## config.mk

```make
export PLATFORM = sky130hd
export DESIGN_NAME = cmd_frame_rx
export DESIGN_NICKNAME = d
export VERILOG_FILES = /design/src/rtl/cmd_pkg.sv /design/src/rtl/resp_tx_queue.sv /design/src/rtl/cmd_frame_rx.sv
export SDC_FILE = /design/constraint.sdc
export NUM_CORES = 1
export LEC_CHECK = 0
export BUFFER_PORTS_ARGS = -buffer_cell sky130_fd_sc_hd__buf_2
export CAP_MARGIN = 20
export CORE_MARGIN = 10
export CORE_UTILIZATION = 32
export CTS_CLUSTER_DIAMETER = 150
export DETAILED_ROUTE_END_ITERATION = 16
export GPL_TIMING_DRIVEN = 0
export PLACE_DENSITY_LB_ADDON = 0.25
export SYNTH_ARGS = -nofsm -noshare
export SYNTH_HDL_FRONTEND = slang
export SYNTH_SLANG_ARGS = --single-unit
```

## constraint.sdc

```tcl
create_clock -name clk -period 5.8 [get_ports clk]
set_clock_uncertainty 0.15 [all_clocks]
set_input_delay 0.29 -clock clk [delete_from_list [all_inputs] [get_ports clk]]
set_output_delay 0.29 -clock clk [all_outputs]
set_load 0.02 [all_outputs]
```

## src/rtl/cmd_pkg.sv

```systemverilog
`default_nettype none
// ============================================================================
//  Module      : cmd_pkg
//  Description : Shared opcodes, response codes and FSM state types for the
//                host command link responder.
//  Revision    : 1.0 - initial release
// ============================================================================
package cmd_pkg;

    // Host command opcodes (first byte of a frame)
    localparam logic [7:0] SET_PTCH  = 8'h02;
    localparam logic [7:0] SET_ROLL  = 8'h03;
    localparam logic [7:0] SET_YAW   = 8'h04;
    localparam logic [7:0] SET_THRST = 8'h05;
    localparam logic [7:0] CALIBRATE = 8'h06;
    localparam logic [7:0] EMER_LAND = 8'h07;
    localparam logic [7:0] MTRS_OFF  = 8'h08;

    // Response bytes returned to the host
    localparam logic [7:0] POS_ACK   = 8'hA5;

    // Frame assembly: waiting for opcode, data high byte, data low byte
    typedef enum logic [1:0] {
        IDLE   = 2'd0,
        GET_HI = 2'd1,
        GET_LO = 2'd2
    } rx_state_t;

    // Response transmitter: idle, or a byte is on the wire
    typedef enum logic [0:0] {
        TX_IDLE = 1'b0,
        TX_BUSY = 1'b1
    } tx_state_t;

endpackage
`default_nettype wire

```

## src/rtl/resp_tx_queue.sv

```systemverilog
`default_nettype none
// ============================================================================
//  Module      : resp_tx_queue
//  Description : Launches response bytes into the UART transmitter. One byte
//                may wait in a pending slot while another is on the wire; a
//                newer request overwrites an unsent pending byte.
//  Revision    : 1.0 - initial release
// ============================================================================
module resp_tx_queue
    import cmd_pkg::*;
(
    input  logic       clk,
    input  logic       rst,
    input  logic       send_resp,
    input  logic [7:0] resp,
    input  logic       tx_done,
    output logic       trmt,
    output logic [7:0] tx_data,
    output logic       resp_sent
);

    tx_state_t  r_state;
    logic       r_pend_vld;
    logic [7:0] r_pend_data;
    logic       r_trmt;
    logic [7:0] r_tx_data;
    logic       r_resp_sent;

    // A request arriving with tx_done joins the pending slot first, so the
    // view of the slot used by the tx_done rule already includes it.
    logic       w_pend_vld;
    logic [7:0] w_pend_data;

    assign w_pend_vld  = r_pend_vld | send_resp;
    assign w_pend_data = send_resp ? resp : r_pend_data;

    // Transmit FSM, pending slot and launch/complete pulses
    always_ff @(posedge clk) begin
        if (rst) begin
            r_state     <= TX_IDLE;
            r_pend_vld  <= 1'b0;
            r_pend_data <= 8'h00;
            r_trmt      <= 1'b0;
            r_tx_data   <= 8'h00;
            r_resp_sent <= 1'b0;
        end else begin
            r_trmt      <= 1'b0;
            r_resp_sent <= 1'b0;
            case (r_state)
                TX_IDLE: begin
                    if (send_resp) begin
                        r_tx_data <= resp;
                        r_trmt    <= 1'b1;
                        r_state   <= TX_BUSY;
                    end
                end
                TX_BUSY: begin
                    if (tx_done) begin
                        r_resp_sent <= 1'b1;
                        if (w_pend_vld) begin
                            r_tx_data  <= w_pend_data;
                            r_trmt     <= 1'b1;
                            r_pend_vld <= 1'b0;
                        end else begin
                            r_state <= TX_IDLE;
                        end
                    end else begin
                        r_pend_vld  <= w_pend_vld;
                        r_pend_data <= w_pend_data;
                    end
                end
                default: r_state <= TX_IDLE;
            endcase
        end
    end

    assign trmt      = r_trmt;
    assign tx_data   = r_tx_data;
    assign resp_sent = r_resp_sent;

endmodule
`default_nettype wire

```

## src/rtl/cmd_frame_rx.sv

```systemverilog
`default_nettype none
// ============================================================================
//  Module      : cmd_frame_rx
//  Description : Responder end of the host command link. Assembles 3-byte
//                frames (opcode, data hi, data lo) from the UART receiver,
//                discards partial frames on an inter-byte timeout, and
//                returns response bytes through the UART transmitter.
//  Revision    : 1.0 - initial release
// ============================================================================
module cmd_frame_rx
    import cmd_pkg::*;
#(
    parameter int TIMEOUT_CYC = 1_000_000,
    parameter int TO_W        = 20
) (
    input  logic        clk,
    input  logic        rst,
    input  logic        rx_rdy,
    input  logic [7:0]  rx_data,
    output logic        clr_rx_rdy,
    output logic        cmd_rdy,
    output logic [7:0]  cmd,
    output logic [15:0] data,
    input  logic        clr_cmd_rdy,
    output logic        frame_err,
    input  logic        send_resp,
    input  logic [7:0]  resp,
    output logic        trmt,
    output logic [7:0]  tx_data,
    input  logic        tx_done,
    output logic        resp_sent
);

    localparam logic [TO_W-1:0] c_to_last = TO_W'(TIMEOUT_CYC - 1);

    rx_state_t         r_state;
    logic              r_clr_rx_rdy;
    logic              r_frame_err;
    logic [TO_W-1:0]   r_to_cnt;
    logic [7:0]        r_cmd_shadow;
    logic [7:0]        r_data_hi;
    logic              r_cmd_rdy;
    logic [7:0]        r_cmd;
    logic [15:0]       r_data;

    logic              w_accept;
    logic              w_in_frame;
    logic              w_timeout;
    logic              w_frame_start;
    logic              w_frame_done;

    // rx_rdy is still high in the cycle we clear it; that is the same byte,
    // so acceptance is blocked while the clear pulse is out.
    assign w_accept      = rx_rdy & ~r_clr_rx_rdy;
    assign w_in_frame    = (r_state == GET_HI) || (r_state == GET_LO);
    // An arriving byte beats the timeout on the same cycle
    assign w_timeout     = w_in_frame && (r_to_cnt == c_to_last) && !w_accept;
    assign w_frame_start = (r_state == IDLE)   && w_accept;
    assign w_frame_done  = (r_state == GET_LO) && w_accept;

    // Byte-consume and timeout-error pulses, one cycle after the event
    always_ff @(posedge clk) begin
        if (rst) begin
            r_clr_rx_rdy <= 1'b0;
            r_frame_err  <= 1'b0;
        end else begin
            r_clr_rx_rdy <= w_accept;
            r_frame_err  <= w_timeout;
        end
    end

    // Inter-byte gap counter: runs only while a frame is partial
    always_ff @(posedge clk) begin
        if (rst || !w_in_frame || w_accept || w_timeout) begin
            r_to_cnt <= '0;
        end else begin
            r_to_cnt <= r_to_cnt + TO_W'(1);
        end
    end

    // Frame assembly FSM; opcode and high byte are held in shadow registers
    // so the visible cmd/data never reflect a partial frame.
    always_ff @(posedge clk) begin
        if (rst) begin
            r_state      <= IDLE;
            r_cmd_shadow <= 8'h00;
            r_data_hi    <= 8'h00;
        end else begin
            case (r_state)
                IDLE: begin
                    if (w_accept) begin
                        r_cmd_shadow <= rx_data;
                        r_state      <= GET_HI;
                    end
                end
                GET_HI: begin
                    if (w_accept) begin
                        r_data_hi <= rx_data;
                        r_state   <= GET_LO;
                    end else if (w_timeout) begin
                        r_state <= IDLE;
                    end
                end
                GET_LO: begin
                    if (w_accept || w_timeout) begin
                        r_state <= IDLE;
                    end
                end
                default: r_state <= IDLE;
            endcase
        end
    end

    // Published frame and ready flag; completion outranks an acknowledge
    always_ff @(posedge clk) begin
        if (rst) begin
            r_cmd_rdy <= 1'b0;
            r_cmd     <= 8'h00;
            r_data    <= 16'h0000;
        end else if (w_frame_done) begin
            r_cmd_rdy <= 1'b1;
            r_cmd     <= r_cmd_shadow;
            r_data    <= {r_data_hi, rx_data};
        end else if (clr_cmd_rdy || w_frame_start) begin
            r_cmd_rdy <= 1'b0;
        end
    end

    assign clr_rx_rdy = r_clr_rx_rdy;
    assign frame_err  = r_frame_err;
    assign cmd_rdy    = r_cmd_rdy;
    assign cmd        = r_cmd;
    assign data       = r_data;

    resp_tx_queue u_resp_tx_queue (
        .clk       (clk),
        .rst       (rst),
        .send_resp (send_resp),
        .resp      (resp),
        .tx_done   (tx_done),
        .trmt      (trmt),
        .tx_data   (tx_data),
        .resp_sent (resp_sent)
    );

endmodule
`default_nettype wire

```

# Yosys cells after proc, flatten, opt, wreduce, memory -nomap -nowiden
# Index checks and enable logic that the tools add are counted.
[totals] regBits=85
[op_classes] n_reduce_logical=21 mux=21 bitwise=5 n_eq_ne=10 add_sub_neg=1
[ops] operator="$mux 8" count=4
[ops] operator="$add 20x1->20 const B" count=1
[ops] operator="$eq 20x20->1 const B" count=1
[ops] operator="$pmux 8 s2" count=1
[ops] operator="$mux 1" count=9
[ops] operator="$mux 2" count=4
[ops] operator="$ne 2x2->1 const B" count=4
[ops] operator="$reduce_and 2->1" count=4
[ops] operator="$logic_or 1x1->1" count=6
[ops] operator="$pmux 2 s3" count=1
[ops] operator="$reduce_and 3->1" count=2
[ops] operator="$logic_and 1x1->1" count=4
[ops] operator="$ne 2x1->1 const B" count=2
[ops] operator="$pmux 1 s2" count=2
[ops] operator="$ne 3x3->1 const B" count=1
[ops] operator="$not 1->1" count=3
[ops] operator="$eq 2x1->1 const B" count=1
[ops] operator="$eq 2x2->1 const B" count=1
[ops] operator="$logic_not 1->1" count=2
[ops] operator="$logic_not 2->1" count=1
[ops] operator="$reduce_bool 2->1" count=1
[ops] operator="$reduce_or 2->1" count=1
[ops] operator="$and 1x1->1" count=1
[ops] operator="$or 1x1->1" count=1

# Longest topological paths before layout
[logic_depth] depth_word=7 ltp_mapped=7 ltp_nobuf=6

# Cells and area by module
# A second synthesis with hierarchy kept.
[hier_totals] cells_unflattened=394 hier_area_um2=3435.8
[modules_own_cells] mod="cmd_frame_rx" area_per_inst_um2=2544.9 n_inst=1 seq_area_each_um2=1301.2 cells_each=307
[modules_own_cells] mod="resp_tx_queue" area_per_inst_um2=890.9 n_inst=1 seq_area_each_um2=400.4 cells_each=87

# Worst setup path after synthesis
# OpenSTA, ideal clock, no wires.
[synth_timing] path_type="reg-to-reg" start="register r_to_cnt[8]" end="register r_to_cnt[8]" setup_time_ps=115 arrival_time_ps=1962 path_stages_with_launch=7 slack_ps=3573 path_cell_list="dfxtp_1 buf_6 or4_1 or4_4 o31ai_4 buf_6 nor2_1"
[synth_between] elab_chain_cells=4
[synth_lines] element="start, declared" line="cmd_frame_rx.sv:39" text="logic [TO_W-1:0] r_to_cnt;"
[synth_lines] element="start signal, assigned" line="cmd_frame_rx.sv:77" text="r_to_cnt <= r_to_cnt + TO_W'(1);"
[synth_lines] element="parallel branches: the longest is 4 deep, another holds $add 20x1->20"
# Parallel ways; which one is timed is not known.
# A chain may end at the register's enable or synchronous reset.

# Worst setup path after layout
[layout_timing] start="register r_to_cnt[8]" end="register r_to_cnt[16]"
# The elaborated chain is that of the path after synthesis.

==> flow_metrics.py <==
metrics = {
    "logic_synthesis": {
        "synth-seq-area-share_pct": 51.4,
        "ys_types": 36,
        "synthArstFlopShare_pct": 0,
        "synth_fp_nets": 407,
        "synthCells": 381,
        "synth_top_area_share_pct": 51.4,
        "ys_ff_latch": 85,
        "synth_ff_type": "dfxtp_1",
        "yosysWarnings": 0,
        "yosys-top-cells-area": "dfxtp_1 51%, nand2_1 8.3%, a21oi_1 7.3%, mux2i_1 4.8%, nor2_1 4.3%",
        "netlist_area_mm2": 0.00331,
        "syn_avg_cell_area_um2": 8.68,
        "synth_edf_count": 0,
        "synth_top_cell_by_area": "dfxtp_1",
    },
    "placed_design": {
        "placed_area_mm2": 0.00377,
        "dp_slack_ns": 3.36,
        "place.gp.congestion": 0.767,
        "dpl.hpwl_mm": 5.83,
        "io_buffers": 58,
    },
    "timing": {
        "post-route-period-util_pct": 41.7,
        "rsz0062_at_grt": "no",
        "fin_crit_ns": 2.42,
        "tightest_slew_ns": 0.637,
        "timing.fmax_ghz": 0.413,
        "finalHoldViolations": 0,
        "drv_slew": 0,
        "finalSetupViolCount": 0,
        "setup_tns_ns": 0,
        "setup_ws_ns": 3.38,
        "hold-worst-slack_ns": 0.0304,
        "relSlewSlack_pct": 57.1,
    },
    "pwr": {
        "internal_power_w": 0.000820,
        "peakVddDrop_mv": 0.0904,
        "p_seq_share_pct": 54.4,
        "powerDensity_mw_per_mm2": 282,
        "p_sw_share_pct": 27.0,
        "p_leak_nw": 1.55,
        "switchingPower_w": 0.000303,
        "pwr-share-comb_pct": 9.1,
        "clockPowerShare_pct": 36.5,
    },
    "final_layout": {
        "design_area_mm2": 0.00398,
        "num-fill-cells": 1079,
        "final_nets": 477,
        "post-route-util_pct": 39.0,
        "areaGrowthSynthToFinish_pct": 20.2,
        "drive_gt1_share_pct": 17.8,
    },
    "clock_network": {
        "clk_latency_ns": 0.36,
        "cts_buffer_depth": 2,
        "clk_pin_slew_ns": 0.09,
        "numCtsBuffers": 9,
        "cts_tree": "yes",
        "htree_levels": 3,
        "clockRootBuffer": "clkbuf_8",
        "post-cts-setup-buffers": 0,
        "clkSinkCount": 85,
    },
    "critical_path": {
        "worstPathRequired_ns": 5.90,
        "crit_arrival_ns": 2.52,
        "worstPathCellList": "buf_6, or4_1, or4_4, o31ai_4, buf_6, nor2_1",
        "path_buf_inv": 2,
        "crit_type": "flip-flop to flip-flop",
        "slowest_delay_ns": 0.52,
        "end_kind": "flip-flop",
        "cp_top_family": "simple AND/OR/NAND/NOR gates",
        "ff2ff_setup_slack_ns": 3.38,
        "crit_slowest_cell": "or4_1",
        "cpMostUsedCell": "buf_6",
        "worst_setup_path_start_kind": "flip-flop",
        "worst-path-max-fanout": 10,
    },
    "global_routing": {
        "grt_start_max_net_pins": 16,
        "grt_pass1_wl_mm": 13.1,
        "overflow": 0,
        "grt_pass1_vias": 2720,
        "antenna_found_initial": 1,
        "grt.total_usage_pct": 10.9,
    },
    "routing": {
        "finalWirelength_mm": 7.96,
        "wl_per_cell_um": 13.4,
        "via_per_inst": 4.73,
        "first_pass_iters": 4,
        "dr_total_vias": 2802,
        "drt_iter0_markers": 112,
        "antenna_left": 0,
        "drc": 0,
    },
    "outcome": {
        "status": "finished clean",
    },
    "die": {
        "start_util_pct": 32.5,
        "die_x_um": 122,
        "die_area_mm2": 0.0148,
        "die_h_um": 122,
        "ios": 59,
        "rows": 37,
        "core_area_mm2": 0.0102,
    },
    "run": {
        "maxCapViolCount": 0,
    },
    "worst_hold_path": {
        "hp-class": "input port to flip-flop",
    },
}
-- power groups by stage --
| stage | logic [W] | registers, W | clock network, W |
|---|---|---|---|
| 6_report | 0.000102 | 0.000610 | 0.000410 |
| 5_1_grt | 0.000115 | 0.000613 | 0.000448 |
| 4_1_cts | 0.000104 | 0.000611 | 0.000421 |
| 3_5_place_dp | 0.000103 | 0.000624 | 0 |
| 3_3_place_gp | 0.000102 | 0.000624 | 0 |
| 2_1_floorplan | 0.0000577 | 0.000631 | 0 |
-- cells in the final DEF (no fill, tap or decap), types with 3 or more instances in the layout --
cell,synthesis,routed
a211oi_1,9,9
a21oi_1,48,48
buf_2,0,58
clkbuf_1,17,17
clkbuf_8,0,11
dfxtp_1,85,85
ha_1,4,4
inv_1,7,7
mux2i_1,16,16
nand2_1,73,73
nand3_1,21,21
nand4_1,7,7
nor2_1,38,38
nor2b_1,3,3
nor3_1,6,6
nor4_1,6,6
o21ai_0,3,3
xnor2_1,11,11
xor2_1,4,4
-- cells in the mapped netlist, types with 2 or more instances --
cell	count
buf_6	2
nand2_1	73
xnor2_1	11
nand3_1	21
dfxtp_1	85
nor2b_1	3
mux2i_1	16
o21ai_0	3
nor4_1	6
or3_1	2
or4_1	2
xor2_1	4
nor2_1	38
inv_1	7
nor3_1	6
buf_1	2
a211oi_1	9
nand4_1	7
clkbuf_1	17
ha_1	4
a21oi_1	48
-- registers in the layout, summed over array words and instances, names as in the netlist, 2 cells and up --
register                     cells
r_state                          2
r_cmd_shadow                     8
u_resp_tx_queue.tx_data          8
r_data_hi                        8
data                            16
u_resp_tx_queue.r_pend_data      8
cmd                              8
r_to_cnt                        20
-- layer usage --
layer | vias to the layer above | part of all wire [%] | GRT usage [%] | routed length (um)
li1 | 1447 | - | - | -
met1 | 1282 | 44 | 13.2 | 3520
met2 | 57 | 46 | 17.2 | 3690
met3 | 16 | 7.2 | 3.56 | 572
met4 | 0 | 2.3 | 5.29 | 181
met5 | - | 0 | 0 | 0
-- per-stage QoR --
step           cells  total power, W
2_1_floorplan    381        0.000689
3_3_place_gp     575        0.000726
3_5_place_dp     575        0.000727
4_1_cts          592         0.00114
5_1_grt          592         0.00118
6_report         593         0.00112
-- tightest hold or removal path, delay by kind of cell --
kind / cells / cell delay, ns
buf+inv: 1 / 0.09
simple gates: 1 / 0.08
mux: 1 / 0.06
-- layout make-up --
cell class	instances	area [um2]	share of cell area (%)
flip-flops and latches	85	1700	42.8
repair buffers	59	300	7.55
diodes	1	2.50	0.0630
plain buffers	21	93.8	2.36
inverters	7	26.3	0.661
clock inverters	5	42.5	1.07
well taps	136	170	4.28
multi-input cells	268	1490	37.4
clock buffers	11	151	3.81
-- path summary, 6_finish.rpt --
check	from	to	depth (start not counted)
worst max-delay path	r_to_cnt[8]	r_to_cnt[16]	6
worst min-delay path	resp[4]	u_resp_tx_queue.r_pend_data[4]	3
worst max register to register	r_to_cnt[8]	r_to_cnt[16]	6
worst min register to register	cmd[5]	cmd[5]	2
-- cells by family (layout without fill, tap and decap cells) --
family	count (synthesis)	in the layout	share of synthesized area, %
compound gates	65	65	11.4
xor+xnor	15	15	3.97
fa+ha+maj	4	4	1.51
buf+inv	28	103	3.63
flops	85	85	51.4
mux	16	16	4.84
other cells	0	1	0
simple gates	168	168	23.2
-- timing repair --
item,in CTS,in global routing
gates resized for setup,0,0
hold endpoints to repair,1,0
hold buffers,1,0
Power figures use the tool's default switching activity.
